## src/rtl/iob_uart_rx_deser.sv

```systemverilog
// UART 8N1 receive deserializer: synchronizes rxd_i, samples mid-bit at div_i clocks/bit and
// presents bytes on a valid/ready port. Optional parity check when IOB_UART_RX_PARITY_EN is defined.
`timescale 1ns/1ps
module iob_uart_rx_deser #(
  parameter int DIV_W  = 16,
  parameter int DATA_W = 8
) (
  input  logic              clk_i,
  input  logic              rst_i,
  input  logic              cke_i,
  input  logic              rx_en_i,
  input  logic [DIV_W-1:0]  div_i,
  input  logic              rxd_i,
  output logic [DATA_W-1:0] data_o,
  output logic              valid_o,
  input  logic              ready_i,
  input  logic              clr_i,
  output logic              overrun_o,
  output logic              frame_err_o
`ifdef IOB_UART_RX_PARITY_EN
  ,
  input  logic              par_en_i,
  input  logic              par_odd_i,
  output logic              par_err_o
`endif
);

  localparam int BCNT_W = (DATA_W > 1) ? $clog2(DATA_W) : 1;

  localparam logic [2:0] ST_IDLE   = 3'd0;
  localparam logic [2:0] ST_START  = 3'd1;
  localparam logic [2:0] ST_DATA   = 3'd2;
  localparam logic [2:0] ST_STOP   = 3'd3;
`ifdef IOB_UART_RX_PARITY_EN
  localparam logic [2:0] ST_PARITY = 3'd4;
`endif

  logic [1:0]        sync_reg;
  logic              rxd_s;
  logic [2:0]        state_reg;
  logic [DIV_W-1:0]  cnt_reg;
  logic [BCNT_W-1:0] bit_cnt_reg;
  logic [DATA_W-1:0] shift_reg;
  logic [DATA_W-1:0] data_reg;
  logic              valid_reg;
  logic              overrun_reg;
  logic              frame_err_reg;

  logic [DIV_W-1:0]  div_eff;
  logic [DIV_W-1:0]  reload_val;
  logic [DIV_W-1:0]  half_val;
  logic              tick;
  logic              stop_sample;
  logic              deliver;
  logic              frame_evt;
  logic              overrun_evt;
  logic              accept;
  logic [2:0]        after_data;

  assign rxd_s       = sync_reg[1];
  assign div_eff     = (div_i < DIV_W'(2)) ? DIV_W'(2) : div_i;
  assign reload_val  = div_eff - DIV_W'(1);
  assign half_val    = div_eff >> 1;
  assign tick        = (cnt_reg == '0);
  assign stop_sample = rx_en_i && (state_reg == ST_STOP) && tick;
  assign deliver     = stop_sample && rxd_s;
  assign frame_evt   = stop_sample && !rxd_s;
  // A completing byte is only accepted if the output register is free or being drained now.
  assign overrun_evt = deliver && valid_reg && !ready_i;
  assign accept      = deliver && (!valid_reg || ready_i);

`ifdef IOB_UART_RX_PARITY_EN
  logic par_err_reg;
  logic par_evt;

  assign after_data = par_en_i ? ST_PARITY : ST_STOP;
  assign par_evt    = rx_en_i && (state_reg == ST_PARITY) && tick &&
                      ((^shift_reg) ^ rxd_s ^ par_odd_i);
  assign par_err_o  = par_err_reg;
`else
  assign after_data = ST_STOP;
`endif

  always_ff @(posedge clk_i) begin
    if (rst_i) begin
      sync_reg    <= 2'b11;
      state_reg   <= ST_IDLE;
      cnt_reg     <= '0;
      bit_cnt_reg <= '0;
      shift_reg   <= '0;
    end else if (cke_i) begin
      sync_reg <= {sync_reg[0], rxd_i};
      if (!rx_en_i) begin
        state_reg <= ST_IDLE;
      end else begin
        case (state_reg)
          ST_IDLE: begin
            if (!rxd_s) begin
              state_reg <= ST_START;
              cnt_reg   <= half_val;
            end
          end
          ST_START: begin
            if (tick) begin
              if (!rxd_s) begin
                state_reg   <= ST_DATA;
                cnt_reg     <= reload_val;
                bit_cnt_reg <= '0;
              end else begin
                state_reg <= ST_IDLE;
              end
            end else begin
              cnt_reg <= cnt_reg - DIV_W'(1);
            end
          end
          ST_DATA: begin
            if (tick) begin
              shift_reg <= {rxd_s, shift_reg[DATA_W-1:1]};
              cnt_reg   <= reload_val;
              if (bit_cnt_reg == BCNT_W'(DATA_W - 1)) begin
                state_reg <= after_data;
              end else begin
                bit_cnt_reg <= bit_cnt_reg + BCNT_W'(1);
              end
            end else begin
              cnt_reg <= cnt_reg - DIV_W'(1);
            end
          end
`ifdef IOB_UART_RX_PARITY_EN
          ST_PARITY: begin
            if (tick) begin
              state_reg <= ST_STOP;
              cnt_reg   <= reload_val;
            end else begin
              cnt_reg <= cnt_reg - DIV_W'(1);
            end
          end
`endif
          ST_STOP: begin
            if (tick) begin
              state_reg <= ST_IDLE;
            end else begin
              cnt_reg <= cnt_reg - DIV_W'(1);
            end
          end
          default: state_reg <= ST_IDLE;
        endcase
      end
    end
  end

  // Output register and sticky flags; a set event outranks clr_i in the same cycle.
  always_ff @(posedge clk_i) begin
    if (rst_i) begin
      data_reg      <= '0;
      valid_reg     <= 1'b0;
      overrun_reg   <= 1'b0;
      frame_err_reg <= 1'b0;
    end else if (cke_i) begin
      if (accept) begin
        data_reg  <= shift_reg;
        valid_reg <= 1'b1;
      end else if (valid_reg && ready_i) begin
        valid_reg <= 1'b0;
      end
      if (overrun_evt) begin
        overrun_reg <= 1'b1;
      end else if (clr_i) begin
        overrun_reg <= 1'b0;
      end
      if (frame_evt) begin
        frame_err_reg <= 1'b1;
      end else if (clr_i) begin
        frame_err_reg <= 1'b0;
      end
    end
  end

`ifdef IOB_UART_RX_PARITY_EN
  always_ff @(posedge clk_i) begin
    if (rst_i) begin
      par_err_reg <= 1'b0;
    end else if (cke_i) begin
      if (par_evt) begin
        par_err_reg <= 1'b1;
      end else if (clr_i) begin
        par_err_reg <= 1'b0;
      end
    end
  end
`endif

  assign data_o      = data_reg;
  assign valid_o     = valid_reg;
  assign overrun_o   = overrun_reg;
  assign frame_err_o = frame_err_reg;

endmodule

```

## config.mk

```make
export PLATFORM = sky130hd
export DESIGN_NAME = iob_uart_rx_deser
export DESIGN_NICKNAME = d
export VERILOG_FILES = /design/src/rtl/iob_uart_rx_deser.sv
export SDC_FILE = /design/constraint.sdc
export NUM_CORES = 1
export LEC_CHECK = 0
export ABC_AREA = 1
export BUFFER_PORTS_ARGS = -buffer_cell sky130_fd_sc_hd__buf_4
export CAP_MARGIN = 15
export CORE_ASPECT_RATIO = 0.7
export CORE_MARGIN = 2
export CORE_UTILIZATION = 59
export CTS_BUF_LIST = sky130_fd_sc_hd__clkbuf_4 sky130_fd_sc_hd__clkbuf_8 sky130_fd_sc_hd__clkbuf_16
export DETAILED_ROUTE_END_ITERATION = 10
export PLACE_DENSITY_LB_ADDON = 0.25
export SETUP_SLACK_MARGIN = 0.3
export SLEW_MARGIN = 20
export SYNTH_ARGS = -nofsm -noshare
export SYNTH_HDL_FRONTEND = slang
export SYNTH_SLANG_ARGS = --single-unit
export TNS_END_PERCENT = 30
```

## constraint.sdc

```tcl
create_clock -name clk_i -period 3.1 [get_ports clk_i]
set_clock_uncertainty 0.15 [all_clocks]
set_input_delay 0.775 -clock clk_i [delete_from_list [all_inputs] [get_ports clk_i]]
set_output_delay 0.775 -clock clk_i [all_outputs]
set_load 0.005 [all_outputs]
```

==> reports/results.tsv <==
metric	value	unit
worst-path-max-fanout	5	
hold_path_depth	2	
cpPeakStageDelay	0.17	ns
drive_gt1_share	13.08	%
htree_num_levels	2	
pin_count	34	
setup_viol	0	
die_h	62.99	um
area_growth	13.74	%
rows	21	
ant_nets	0	
place_hpwl	5.608	mm
synth.largest_area_cell	dfxtp_1	
cts_buffer_depth	2	
r2r_end	cnt_reg[10]	
ys_async_sr_fraction	0	%
hold_end	data_o[1]	
worst_pin_slew	0.6206	ns
diodes	0	
max_slew_margin	58.63	%
final.min_clock_period	2.599	ns
cp_slowest_cell	ha_1	
worstSetupStartpointType	primary input	
routed_wl	7.519	mm
drv_slew	0	
yosysTopAreaCellShare	28.67	%
first_pass_iters	7	
cp_common_cell	nand2_1	
cts_root_buffer	clkbuf_8	
ys_seq_area_share	28.67	%
cts_buffers	5	
synth_seq_cells	42	
synthDistinctLibCells	34	
totalNegativeSetupSlack	0	ns
critPathBufInv	2	
ctsResizeCount	0	
grt_max_degree	26	
die_w	88.27	um
post-route-period-util	83.85	%
crit_chain	buf_4, nor2_2, nand2_1, nor2_1, nand2_1, nand2_1, ha_1, nand2_1, nor2_2, nand2_1, inv_1, nand2_1, nand2_1, nand2_1, o21ai_1, nand3_1, nand3_1, a21oi_1	
status	finished, final reports clean	
synth_warnings	0	
hp-start	data_o[1]	
initial_core_util	61.33	%
ys_top_cells_by_count	nand2_1, inv_1, nor2_1, a21oi_1, dfxtp_1	
fmax	384.7	MHz
regToRegSetupSlack	0.53	ns
grt_pass1_vias	2771	
port_buffers	33	
synth-edff-count	0	
synthFlopType	dfxtp_1	
drc	0	
final_area	3336	sq um
synth_area_per_cell	6.321	sq um
vias	3121	
r2r_start	cnt_reg[0]	
syn_nets	495	
maxCapViolCount	0	
core_region_area	4782	sq um
vias_per_cell	5.514	
clock_sinks	42	
power_density	384.5	nW/um^2
finalNetCount	527	
synthesis.area	2933	sq um
holdBufCountCts	0	
grt_setup_unrepaired	no	
largest_reg_flops	16	
cp_data_arrival_time	2.64	ns
peakVddDrop	0.2495	mV
synthTopCellsByArea	dfxtp_1, nand2_1, a21oi_1, inv_1, nor2_1	
hold_viol	0	
die-area	5560	sq um
cts_setup_buffers	0	
drtIter0Drc	244	
clk_pin_slew	0.09	ns
cts_tree	done	
min-delay-path-class	reg -> reg	
p_leak	0.001522	uW
path_delay_family	simple AND/OR/NAND/NOR gates	
post_drt_wl_per_cell	13.28	um
crit_required	3.14	ns
antenna_found_initial	0	
overflow	0	
post_dp_cell_area	3234	sq um
ff2ff_path_depth	9	
syn_inst	464	
critPathKind	in -> reg	
clock_latency	0.31	ns
track_usage	28.83	%
synth.most_common_cell	nand2_1	
gp_congestion	0.8985	
cp-end-kind	flop	
grt_pass1_wl	12.69	mm
[metrics by stage]
step                hold slack [ns]  std cells  total power [uW]  setup WS [ns]  utilization, %
floorplan                    0.2792        464             815.8         0.4021               -
global placement             0.2852        558             902.8         0.1585           67.63
detailed placement           0.2881        558             907.3        0.06121           67.63
CTS                          0.3013        566              1279         0.3922           69.60
global route                 0.3181        566              1352         0.3149           69.75
finish                       0.2997        566              1282         0.5005           69.75
[worst min-delay path, stage by stage (launching register included)]
cell and delay (ns):
dfxtp_1 0.32, inv_1 0.05, a21oi_1 0.05
[layer usage]
metal | wire (um) | vias up | global-route usage (%)
li1 | - | 1583 | -
met1 | 3674 | 1421 | 44.49
met4 | 70 | 0 | 7.576
met3 | 610 | 9 | 5.284
met5 | 0 | - | 0
met2 | 3164 | 108 | 40.79
[cell families after synthesis]
| family | synth area share (%) |
|---|---|
| adders and majority gates | 3.413 |
| muxes | 0.6826 |
| xor gates and xnor gates | 5.077 |
| buffers and inverters | 10.07 |
| DFF | 28.67 |
| and+or+nand+nor | 35.32 |
| AOI/OAI and AO/OA | 16.77 |
[cells in the final DEF (no fill, tap or decap), drive strengths merged]
| master | Yosys | routed |
|---|---|---|
| nor2 | 57 | 57 |
| inv | 56 | 57 |
| clkinvlp | 0 | 1 |
| a31oi | 2 | 2 |
| o21ai | 44 | 44 |
| o211ai | 1 | 1 |
| or2 | 4 | 4 |
| nand3 | 35 | 35 |
| nor3 | 13 | 13 |
| xor2 | 15 | 15 |
| ha | 8 | 8 |
| nand2 | 104 | 104 |
| nor4 | 7 | 7 |
| dfxtp | 42 | 42 |
| a21oi | 45 | 45 |
| clkinv | 2 | 3 |
| nand3b | 1 | 1 |
| mux2i | 2 | 2 |
| xnor2 | 2 | 2 |
| buf | 6 | 39 |
| nand4 | 8 | 8 |
| clkbuf | 8 | 5 |
| a211oi | 2 | 2 |
[final cells by class]
class                   instances  area [sq um]
multi-input cells             350          1804
fillers                       448          1446
flip-flops and latches         42         840.8
repair buffers                 39         292.8
inverters                      58         217.7
well taps                      69         86.33
clock buffers                   5         68.82
clock inverters                 3         25.02
[worst max-delay path by stage]
stage | from | to | slack [ns] | cells past startpoint
after floorplan | div_i[3] | cnt_reg[14] | 0.40 | 17
after global placement | div_i[11] | cnt_reg[14] | 0.16 | 18
after detailed placement | div_i[11] | cnt_reg[14] | 0.06 | 18
after CTS | div_i[11] | cnt_reg[14] | 0.39 | 18
after global routing | div_i[11] | cnt_reg[14] | 0.31 | 18
final | div_i[11] | cnt_reg[14] | 0.50 | 18
[where the power goes]
part | internal (uW) | total, uW | switching [uW]
clock | 163 | 380 | 217
combinational | 116 | 343 | 227
sequential | 549 | 560 | 11.3
total | 827 | 1280 | 456
Power figures use the tool's default switching activity.
